<file path="config.mk">
export PLATFORM = sky130hd
export DESIGN_NAME = multi_glitch_filter
export DESIGN_NICKNAME = d
export VERILOG_FILES = /design/src/rtl/multi_glitch_filter.sv
export SDC_FILE = /design/constraint.sdc
export NUM_CORES = 1
export LEC_CHECK = 0
export ABC_CLOCK_PERIOD_IN_PS = 2900
export CORE_MARGIN = 4
export CORE_UTILIZATION = 45
export DETAILED_ROUTE_END_ITERATION = 8
export GPL_TIMING_DRIVEN = 0
export PLACE_DENSITY = 0.68
export SLEW_MARGIN = 25
export SYNTH_ARGS = -nofsm -noshare
export SYNTH_HDL_FRONTEND = slang
export SYNTH_SLANG_ARGS = --single-unit
</file>
<file path="constraint.sdc">
create_clock -name clk -period 2.9 [get_ports clk]
set_clock_uncertainty 0.1 [all_clocks]
set_input_delay 0.58 -clock clk [delete_from_list [all_inputs] [get_ports clk]]
set_output_delay 0.58 -clock clk [all_outputs]
set_load 0.02 [all_outputs]
</file>
<file path="src/rtl/multi_glitch_filter.sv">
// multi_glitch_filter: per-channel synchroniser plus programmable-length stability filter.
// Optional glitch status ports enabled by MULTI_GLITCH_FILTER_STATUS_EN.
`timescale 1ns/1ps
module multi_glitch_filter #(
  parameter int                NUM_CH      = 4,
  parameter int                CNT_W       = 8,
  parameter int                SYNC_STAGES = 2,
  parameter logic [NUM_CH-1:0] RST_VAL     = {NUM_CH{1'b0}}
) (
  input  logic              clk,
  input  logic              restn,
  input  logic [CNT_W-1:0]  filt_len,
  input  logic [NUM_CH-1:0] in,
  output logic [NUM_CH-1:0] out,
  output logic [NUM_CH-1:0] rise,
  output logic [NUM_CH-1:0] fall
`ifdef MULTI_GLITCH_FILTER_STATUS_EN
  ,
  input  logic [NUM_CH-1:0] glitch_clr,
  output logic [NUM_CH-1:0] glitch_sticky
`endif
);

  logic [SYNC_STAGES-1:0][NUM_CH-1:0] sync_q;
  logic [NUM_CH-1:0]                  s;
  logic [CNT_W-1:0]                   len_m1;
  logic [NUM_CH-1:0][CNT_W-1:0]       cnt_q;
  logic [NUM_CH-1:0][CNT_W-1:0]       cnt_d;
  logic [NUM_CH-1:0]                  out_d;
  logic [NUM_CH-1:0]                  rise_d;
  logic [NUM_CH-1:0]                  fall_d;

  assign s = sync_q[SYNC_STAGES-1];

  // A zero length behaves as one; compare against length-1.
  assign len_m1 = (filt_len == '0) ? '0
                                   : filt_len - CNT_W'(1);

  // Synchroniser chain: the only logic that sees the raw inputs.
  always_ff @(posedge clk) begin
    if (!restn) begin
      sync_q <= {SYNC_STAGES{RST_VAL}};
    end else begin
      sync_q <= {sync_q[SYNC_STAGES-2:0], in};
    end
  end

  // Per-channel stability count; commit the new level at the limit.
  always_comb begin
    out_d  = out;
    cnt_d  = cnt_q;
    rise_d = '0;
    fall_d = '0;
    for (int i = 0; i < NUM_CH; i++) begin
      unique case (1'b1)
        (s[i] == out[i]): begin
          cnt_d[i] = '0;
        end
        ((s[i] != out[i]) && (cnt_q[i] >= len_m1)): begin
          out_d[i]  = s[i];
          cnt_d[i]  = '0;
          rise_d[i] = s[i];
          fall_d[i] = ~s[i];
        end
        default: begin
          cnt_d[i] = cnt_q[i] + CNT_W'(1);
        end
      endcase
    end
  end

  // Filter state and edge pulses.
  always_ff @(posedge clk) begin
    if (!restn) begin
      cnt_q <= '0;
      out   <= RST_VAL;
      rise  <= '0;
      fall  <= '0;
    end else begin
      cnt_q <= cnt_d;
      out   <= out_d;
      rise  <= rise_d;
      fall  <= fall_d;
    end
  end

`ifdef MULTI_GLITCH_FILTER_STATUS_EN
  logic [NUM_CH-1:0] glitch;

  // A glitch is a return to the current level with a count in progress.
  always_comb begin
    glitch = '0;
    for (int i = 0; i < NUM_CH; i++) begin
      glitch[i] = (s[i] == out[i]) && (cnt_q[i] != '0);
    end
  end

  // Sticky glitch flags; a new glitch beats a same-cycle clear.
  always_ff @(posedge clk) begin
    if (!restn) begin
      glitch_sticky <= '0;
    end else begin
      glitch_sticky <= (glitch_sticky & ~glitch_clr) | glitch;
    end
  end
`endif

endmodule

</file>
==> Yosys cells after proc, flatten, opt, wreduce, memory -nomap -nowiden <==
Cells that the tools add are included.
{ "classes": {"n_addsub": 5, "n_mul": 0, "div": 0, "magnitude_cmp": 4, "eq_ne": 8, "shift": 0, "n_mux": 1, "bitwise_logic": 5, "reduce_logical": 13} }
{ "ops": {"columns": ["cell", "count"], "rows": [
  ["8-bit by 1-bit adder with 8-bit output, second input constant", 4],
  ["8-bit >= comparator", 4],
  ["3-bit OR reduction", 4],
  ["8-bit zero test", 1],
  ["8-bit 2-to-1 mux", 1],
  ["2-bit AND reduction", 4],
  ["8-bit by 1-bit subtractor with 8-bit output, second input constant", 1],
  ["1-bit NOT", 5],
  ["1-bit == test", 4],
  ["1-bit logical AND", 4],
  ["1-bit inequality test", 4]
]} }
{ "word_totals": {"ff_bits": 52, "latch_bits": 0, "ramBits": 0, "romBits": 0, "in_bits": 14, "memories": 0} }

==> Depth between registers and ports, before layout <==
Gate-level depths: netlist of the first run.
{ "logic_depth": {"depth_word": 5, "mapped_depth": 13, "mapped_depth_nobuf": 12} }

==> Least setup slack after synthesis of the first run <==
OpenSTA, ideal clock, no wires.
{ "synth_timing": {"kind": "input-to-reg", "startpoint": "input filt_len[0]", "endpoint": "register cnt_q[10] in the netlist's numbering", "setup_time_ns": 0.067, "t_arrival_ns": 2.861, "slack_ns": -0.128, "cell_stages": 12, "path_buffers": 0, "cell_sequence": "inv_1 > ha_1 > nand2_1 > or2_4 > or4_4 > nand2_1 > ha_1 > a211oi_1 > o21ai_1 > a21oi_1 > nand3_1 > nor2_1"} }
{ "synth_via": {"elab_chain_cells": 5} }
{ "synth_lines": {"columns": ["element", "line_no", "rtl"], "rows": [
  ["from (decl)", "12", "input logic [CNT_W-1:0] filt_len,"],
  ["8-bit by 1-bit subtractor with 8-bit output or 8-bit zero test (tied branches)", "37, 36", null],
  ["8-bit 2-to-1 mux (*)", "36", "assign len_m1 = (filt_len == '0) ? '0"],
  ["8-bit >= comparator (*)", "59", "((s[i] != out[i]) && (cnt_q[i] >= len_m1)): begin"],
  ["1-bit logical AND (*)", "59", null],
  ["3-bit OR reduction (no source line) (*)", null, null],
  ["to (signal assigned)", "80", "cnt_q <= cnt_d;"],
  ["to (decl)", "27", "logic [NUM_CH-1:0][CNT_W-1:0] cnt_q;"]
]} }
Every way passes the cells marked *; elsewhere a longest branch is shown, timed or not.
A chain may end at the register's enable or synchronous reset.

==> Final worst setup path of the first run <==
{ "layout_timing": {"startpoint": "input filt_len[1]", "endpoint": "register out[1]"} }
{ "layout_via": {"elab_chain_cells": 4} }
{ "layout_lines": {"columns": ["element", "line_no", "rtl"], "rows": [
  ["8-bit by 1-bit subtractor with 8-bit output or 8-bit zero test (tied branches)", "37, 36", null],
  ["8-bit 2-to-1 mux (*)", "36", null],
  ["8-bit >= comparator (*)", "59", null],
  ["1-bit logical AND (*)", "59", null],
  ["to (signal assigned)", "81", "out <= out_d;"],
  ["to (decl)", "14", "output logic [NUM_CH-1:0] out,"]
]} }
Marked as above.

==> metrics.md, run 1 <==
| Metric | Value |
|---|---|
| Status | complete, no violations |
| Tmin final | 2.90 ns |
| Post-synthesis cell count | a little under 300 |
| Syn Area/Cell | 9.12 µm² |
| TritonCTS Buffers | 5 |
| Post-synthesis cell type count | 33 |
| DP HPWL | about 3900 µm |
| Fin Hold WS | 0.333 ns |
| Max FO, Critical Path | 6 |
| Synth Area in Simple Gates | roughly 25% |
| Mapped Nets | around 350 |
| Top delay family on crit path | simple AND/OR/NAND/NOR gates |
| NumNets Final | 387 |
| Crit path kind | in -> reg |
| Leading post-synthesis cells by cell area | dfxtp_1, ha_1, xor2_1, nor2_1, nand3_1 |
| Post-synthesis adder-cell area fraction | roughly 17% |
| Hold Startpoint | sync_q[0]$_SDFF_PN0_ |
| DRT Pass-1 Iters | 4 |
| Crit share post-route | 99.9% |
| Yosys warns | 0 |
| FF-to-FF Start | cnt_q[0]$_SDFF_PP0_ |
| Critical Path AT | roughly 3.0 ns |
| Max-Cap Viols | 0 |
| LEAKAGE | 1.39 nW |
| WHS Endpoint | s[0]$_SDFF_PN0_ |
| Max clock buf depth | 2 |
| PwrDens | around 380 nW/µm² |
| Final WL | 5450 µm |
| FF/Latch Area | 1040 µm² |
| Critical path required time | between 3 and 4 ns |
| Post-synthesis compound-gate area fraction | 5.18% |
| XOR/XNOR share of the synthesized area | 9.79% |
| Port bufs | 25 |
| Initial Util | 47.5% |
| Slew Viols, Final | 0 |
| Standard-cell row count | 27 |
| Gpl congestion | 0.768 |
| Final hold vios | 0 |
| Mux cell area share after synthesis | 1.87% |
| P&R area growth vs syn | 30.3% |
| Main combinational cell family by area after synthesis | simple AND/OR/NAND/NOR gates |
| # IOs | 26 |
| CORE AREA | 5640 µm² |
| Tot Pwr | 1.31 mW |
| Dpl ws | -0.862 ns |
| Area post-placement | slightly above 3000 µm² |
| Die W | 85.2 µm |
| Total negative setup slack | 0 ns |
| Cell chain of the critical path | buf_8, inv_6, ha_4, nand2_2, or2_4, or4_4, and2_4, ha_1, nor2b_1, o21ai_1, a21oi_2, buf_4, mux2i_1, nor2b_1 |
| Worst Path Buf+Inv | 3 |
| Area leader, netlist | dfxtp_1 |
| CTS tree | yes |
| RSZ-0062 raised after global routing | true |
| Area occupied by multi-input gates | 1860 µm² |
| Fillers | around 480 |
| Share of cells above drive strength 1 | 22.3% |
| Post-synthesis sequential area ratio | 38.8% |
| Placed insts | 391 |
| GRT Total Usage | 15.5% |
| Register-to-register setup slack | between 1 and 1.5 ns |
| Min-Delay Path Class | reg -> reg |
| Top cell type's share of synthesized area | between 30% and 40% |
| Crit start category | input pin |
| FF-to-FF End | cnt_q[5]$_SDFF_PP0_ |
| Largest net degree at the start of global routing | 19 |
| Worst hold path cell count | 1 |
| Cell depth of the worst setup path | 14 |
| Clock-pin slew on the worst setup and hold paths | 0.10 ns |
| DR iter-0 viols | 57 |
| Post-layout util | 62.0% |
| Critical path endpoint category | register |
| Post-route ant nets | 0 |
| Mapped Area | between 2000 and 3000 µm² |
| CTS H-tree depth | 2 |
| Final setup margin | between 0.003 and 0.004 ns |
| DR vias/cell | 5.08 |
| Fin cells | 409 |
| Clk_lat worst skew | 0.31 ns |
| Die H | 85.2 µm |
| Vias in the first global route | 2,038 |
| Worst path most repeated cell | nor2b_1 |
| Setup-failing EPs final | 0 |
| Max frequency | 345 MHz |
| Sink Count | between 50 and 60 |
| Via count | 2,077 |
| First-pass GRT wire length | a little over 9000 µm |
| Max stage delay cell, worst path | or4_4 |
| Die ar. | 7260 µm² |
| R2R cell count | 8 |
| Max_slew headroom | 76.0% |
| Slew @ Worst Pin | 0.360 ns |
| Design Area, Final | roughly 3500 µm² |
| Routed len/inst | ~13 µm |
| Max incr delay on CP | 0.49 ns |
| Root Driver | clkbuf_8 |
| DRC | 0 |
| GRT overflow | 0 |
| Antenna diodes | 0 |
| Worst vdd ir | 0.000224 V |
| Antenna violations before repair | 0 |
| Number of synthesized register bits | 52 |
cells by family after synthesis:
family / after synthesis
DFF: 52
AOI/OAI and AO/OA: 24
and+or+nand+nor: 130
xor gates and xnor gates: 30
muxes: 5
buffers and inverters: 16
adders and majority gates: 37
cells in the mapped netlist (all sizes together):
library cell / number
dfxtp: 52
nor2: 38
ha: 37
nand2: 23
nand3: 23
xor2: 22
inv: 12
a21oi: 11
and2: 9
and3: 9
nor2b: 9
xnor2: 8
o21ai: 6
mux2i: 5
clkbuf: 4
nor3: 4
nor3b: 3
a211oi: 2
a31oi: 2
nand4: 2
nand4bb: 2
nor4b: 2
nor4bb: 2
o211ai: 2
or4: 2
nand2b: 1
o31ai: 1
or2: 1
sequential cells by signal, indices dropped and copies added (netlist names):
| register | flops |
|---|---|
| cnt_q | 32 |
| fall | 4 |
| out | 4 |
| rise | 4 |
| s | 4 |
| sync_q | 4 |
worst reg2reg max path, stage by stage (launching register included):
cell and delay (ns):
dfxtp_1 0.47, inv_1 0.09, ha_1 0.30, and3_4 0.15
o21ai_2 0.13, a31oi_2 0.11, nand4bb_1 0.20, clkbuf_8 0.19
nor2_2 0.08
worst max path at each step:
stage	start	endpoint	slack [ns]
floorplan	filt_len[1]	cnt_q[0]$_SDFF_PP0_	-0.02
global placement	filt_len[1]	cnt_q[10]$_SDFF_PP0_	-0.82
detailed placement	filt_len[0]	cnt_q[15]$_SDFF_PP0_	-0.86
CTS	filt_len[3]	cnt_q[16]$_SDFF_PP0_	0.001
global route	filt_len[1]	out[1]$_SDFFE_PN0P_	-0.1
finish	filt_len[1]	out[1]$_SDFFE_PN0P_	0.003
what timing repair did:
action	in CTS	in global routing
pin swaps	12	6
setup endpoints to repair	44	44
setup buffers	7	3
resized for setup	33	37
hold buffers	0	0
where the power goes:
group,total [mW],leakage (nW),switching [mW],internal (mW)
clock network,0.436,0.0463,0.258,0.178
registers,0.726,0.421,0.00561,0.721
logic,0.152,0.925,0.0779,0.0737
total,1.31,1.39,0.342,0.972
cell type report:
class	instances	area share, %
Buffer	4	1.00
Clock buffer	5	1.97
Clock inverter	3	0.787
Inverter	12	1.50
Multi-Input combinational cell	226	53.1
Sequential cell	52	29.8
Tap cell	72	2.58
Timing Repair Buffer	35	9.27
cells in the final DEF, fill, tap and decap left out, drive strengths merged, types with 4 or more instances in the layout:
cell            n
nor3            4
clkbuf         10
nand2          23
ha             37
xor2           22
nor2           38
and3            9
mux2i           5
buf            13
and2            9
clkdlybuf4s50  17
o21ai           6
nor2b           9
dfxtp          52
xnor2           8
inv            13
a21oi          11
nand3          23
per-layer routing:
metal  wire (µm)  GRT usage, %  share of wire (%)  vias to the layer above
li1            -             -                  -                     1093
met1        2560          18.5                 47                      964
met5           0             0                  0                        -
met3         110          3.20                2.0                        6
met2        2720          28.4                 50                       14
met4          54          3.45               0.99                        0
No activity file was read; power rests on OpenSTA's default activity.
==> run 2: changes to the inputs <==
--- a/config.mk
+++ b/config.mk
@@ -5,13 +5,14 @@
 export SDC_FILE = /design/constraint.sdc
 export NUM_CORES = 1
 export LEC_CHECK = 0
-export ABC_CLOCK_PERIOD_IN_PS = 2900
+export ABC_CLOCK_PERIOD_IN_PS = 2400
 export CORE_MARGIN = 4
 export CORE_UTILIZATION = 45
+export CTS_BUF_LIST = sky130_fd_sc_hd__clkbuf_2 sky130_fd_sc_hd__clkbuf_4 sky130_fd_sc_hd__clkbuf_8
 export DETAILED_ROUTE_END_ITERATION = 8
 export GPL_TIMING_DRIVEN = 0
 export PLACE_DENSITY = 0.68
-export SLEW_MARGIN = 25
+export SLEW_MARGIN = 20
 export SYNTH_ARGS = -nofsm -noshare
 export SYNTH_HDL_FRONTEND = slang
 export SYNTH_SLANG_ARGS = --single-unit
==> constraint.sdc (replaced) <==
create_clock -name clk -period 2.4 [get_ports clk]
set_clock_uncertainty 0.1 [all_clocks]
set_input_delay 0.48 -clock clk [delete_from_list [all_inputs] [get_ports clk]]
set_output_delay 0.48 -clock clk [all_outputs]
set_load 0.02 [all_outputs]
==> metrics.md, run 2 (synthesized netlist as in run 1, its figures left out) <==
| Metric | Value |
|---|---|
| DRT Pass-1 Iters | 4 (unchanged) |
| DR iter-0 viols | 47 (-18%) |
| Via count | 2,148 (+3.4%) |
| LEAKAGE | 1.49 nW (+7.4%) |
| PwrDens | 448 nW/µm² (+19%) |
| Worst Path Buf+Inv | 3 (unchanged) |
| Max FO, Critical Path | 8 (+2) |
| Slew Viols, Final | 0 (unchanged) |
| NumNets Final | 394 (+1.8%) |
| Port bufs | 25 (unchanged) |
| CTS tree | yes |
| Met1 GRT Util | 20.4% (+1.9 points) |
| Worst path most repeated cell | ha_4 |
| Critical Path AT | 2.91 ns (-0.10 ns) |
| Max_slew headroom | 72.0% (-4.0 points) |
| DR vias/cell | 5.16 (+1.7%) |
| Antenna diodes | 0 (unchanged) |
| Die H | 85.2 µm (unchanged) |
| Tot Pwr | 1.69 mW (+29%) |
| Standard-cell row count | 27 (unchanged) |
| Final hold vios | 0 (unchanged) |
| Max-Cap Viols | 0 (unchanged) |
| Tmin final | 2.81 ns |
| Setup-failing EPs final | 44 (+44) |
| Status | finished with violations |
| Cell chain of the critical path | buf_12, inv_12, ha_4, nand2_2, or2_4, or4_4, and2_4, ha_4, and3_4, o21ai_4, a31oi_4, nand4bb_1, clkbuf_8, nor2_1 |
| Worst vdd ir | 0.000361 V (+61%) |
| Most Crowded Layer GR | met2 |
| Max incr delay on CP | 0.49 ns (about the same) |
| RSZ-0062 raised after global routing | true |
| Crit path kind | in -> reg |
| Max stage delay cell, worst path | or4_4 |
| Routed len/inst | 14.1 µm (+6.1%) |
| Critical path endpoint category | register |
| Gpl congestion | 0.763 (-0.68%) |
| Sink Count | 52 (unchanged) |
| Total negative setup slack | -14.20 ns (-14.20 ns) |
| Top delay family on crit path | simple AND/OR/NAND/NOR gates |
| Die ar. | 7260 µm² (unchanged) |
| DRC | 0 (unchanged) |
| DP HPWL | 3950 µm (+2.1%) |
| Final setup margin | -0.412 ns (-0.416 ns) |
| Max clock buf depth | 2 (unchanged) |
| Antenna violations before repair | 0 (unchanged) |
| # IOs | 26 (unchanged) |
| Crit share post-route | 117% |
| Slew @ Worst Pin | 0.420 ns (+0.0606 ns) |
| Critical path required time | 2.50 ns (-0.51 ns) |
| Commonest non-fill, non-tap cell in the layout | dfxtp_1 |
| Vias in the first global route | 2,011 (-1.3%) |
| Largest net degree at the start of global routing | 16 (-3) |
| GRT Total Usage | 15.6% (+0.11 points) |
| Clock-pin slew on the worst setup and hold paths | 0.09 ns (about the same) |
| TritonCTS Buffers | 5 (unchanged) |
| Max frequency | 356 MHz |
| P&R area growth vs syn | 41.1% |
| CTS H-tree depth | 2 (unchanged) |
| Initial Util | 47.5% (unchanged) |
| GRT overflow | 0 (unchanged) |
| Met2 global-route usage | 26.8% (-1.6 points) |
| Reg with most FFs | cnt_q |
| First-pass GRT wire length | 9230 µm (+1.4%) |
| Root Driver | clkbuf_8 |
| Min-Delay Path Class | reg -> reg |
| Final WL | 5880 µm (+7.9%) |
| Post-route ant nets | 0 (unchanged) |
| Clk_lat worst skew | 0.30 ns (about the same) |
| Crit start category | input pin |
| Number of flip-flops in the largest register | 32 (unchanged) |
| Violated checks | negative setup slack |
| Die W | 85.2 µm (unchanged) |
| GRT met3 Usage | 3.11% (-0.097 points) |
| Fin Hold WS | 0.340 ns (+0.00644 ns) |
| Share of cells above drive strength 1 | 29.1% (+6.8 points) |
| Most frequent cells in the layout | dfxtp_1, nor2_1, ha_1 |
| CORE AREA | 5640 µm² (unchanged) |
[run 2: changes by cell type in the layout (fill, tap and decap cells not counted), moves of 4 or more]
cell     previous run  this run
buf_4               9        15
a21oi_1             8         4
ha_1               30        26
ha_4                7        11
[run 2: power by group]
part / total (mW) / internal (mW) / switching (mW)
clock network: 0.601 / 0.321 / 0.280
registers: 0.879 / 0.871 / 0.00796
logic: 0.215 / 0.105 / 0.110
[run 2: metal layers]
metal,up-vias,wire length [µm]
met4,0,69
met1,1011,2690
met2,25,2960
met5,-,0
met3,8,165
li1,1104,-
[run 2: path summary, 6_finish.rpt]
check / slack [ns] / start / cells after the start / endpoint
max: -0.41 / filt_len[1] / 14 / cnt_q[20]$_SDFF_PP0_
min: 0.34 / sync_q[3]$_SDFF_PN0_ / 1 / s[3]$_SDFF_PN0_
max reg2reg: 0.44 / cnt_q[0]$_SDFF_PP0_ / 8 / rise[0]$_SDFF_PN0_
min reg2reg: 0.34 / sync_q[3]$_SDFF_PN0_ / 1 / s[3]$_SDFF_PN0_
[run 2: through the flow]
| stage | cells | util [%] | area, µm² | worst slack [ns] |
|---|---|---|---|---|
| 2_1_floorplan | 294 | - | 2820 | -0.397 |
| 3_3_place_gp | 391 | 56.1 | 3160 | -1.29 |
| 3_5_place_dp | 391 | 56.1 | 3160 | -1.32 |
| 4_1_cts | 413 | 63.4 | 3580 | -0.386 |
| 5_1_grt | 416 | 67.1 | 3780 | -0.484 |
| 6_report | 416 | 67.1 | 3780 | -0.412 |
[run 2: cell type report]
type	instances	area, µm²
buffer	4	36.3
clock buffer	6	76.3
clock inverter	2	35.0
fill	440	1860
inverter	12	70.1
multi-input combinational	226	2040
sequential	52	1040
tap	72	90.1
timing repair buffer	42	392
[run 2: repair_timing]
item / 4_1_cts / 5_1_grt
pin swaps: 33 / 19
buffers inserted: 14 / 3
setup endpoints to repair: 44 / 44
hold buffers: 0 / 0
gates resized for setup: 65 / 38
[run 2: worst reg2reg max path, stage by stage, from the launching register on]
cell and delay (ns):
dfxtp_1 0.51, inv_1 0.13, ha_4 0.28, and3_4 0.16
o21ai_2 0.06, a31oi_2 0.22, buf_4 0.15, nor2b_4 0.05
nor4bb_2 0.23
==> run 3: changes to the inputs <==
--- a/config.mk
+++ b/config.mk
@@ -9,9 +9,11 @@
 export CORE_MARGIN = 4
 export CORE_UTILIZATION = 45
 export CTS_BUF_LIST = sky130_fd_sc_hd__clkbuf_2 sky130_fd_sc_hd__clkbuf_4 sky130_fd_sc_hd__clkbuf_8
+export CTS_CLUSTER_SIZE = 8
 export DETAILED_ROUTE_END_ITERATION = 8
 export GPL_TIMING_DRIVEN = 0
 export PLACE_DENSITY = 0.68
+export SETUP_SLACK_MARGIN = 0.05
 export SLEW_MARGIN = 20
 export SYNTH_ARGS = -nofsm -noshare
 export SYNTH_HDL_FRONTEND = slang
==> results of run 3 <==
Final layout, timing and power as in run 2 (identical DEF).
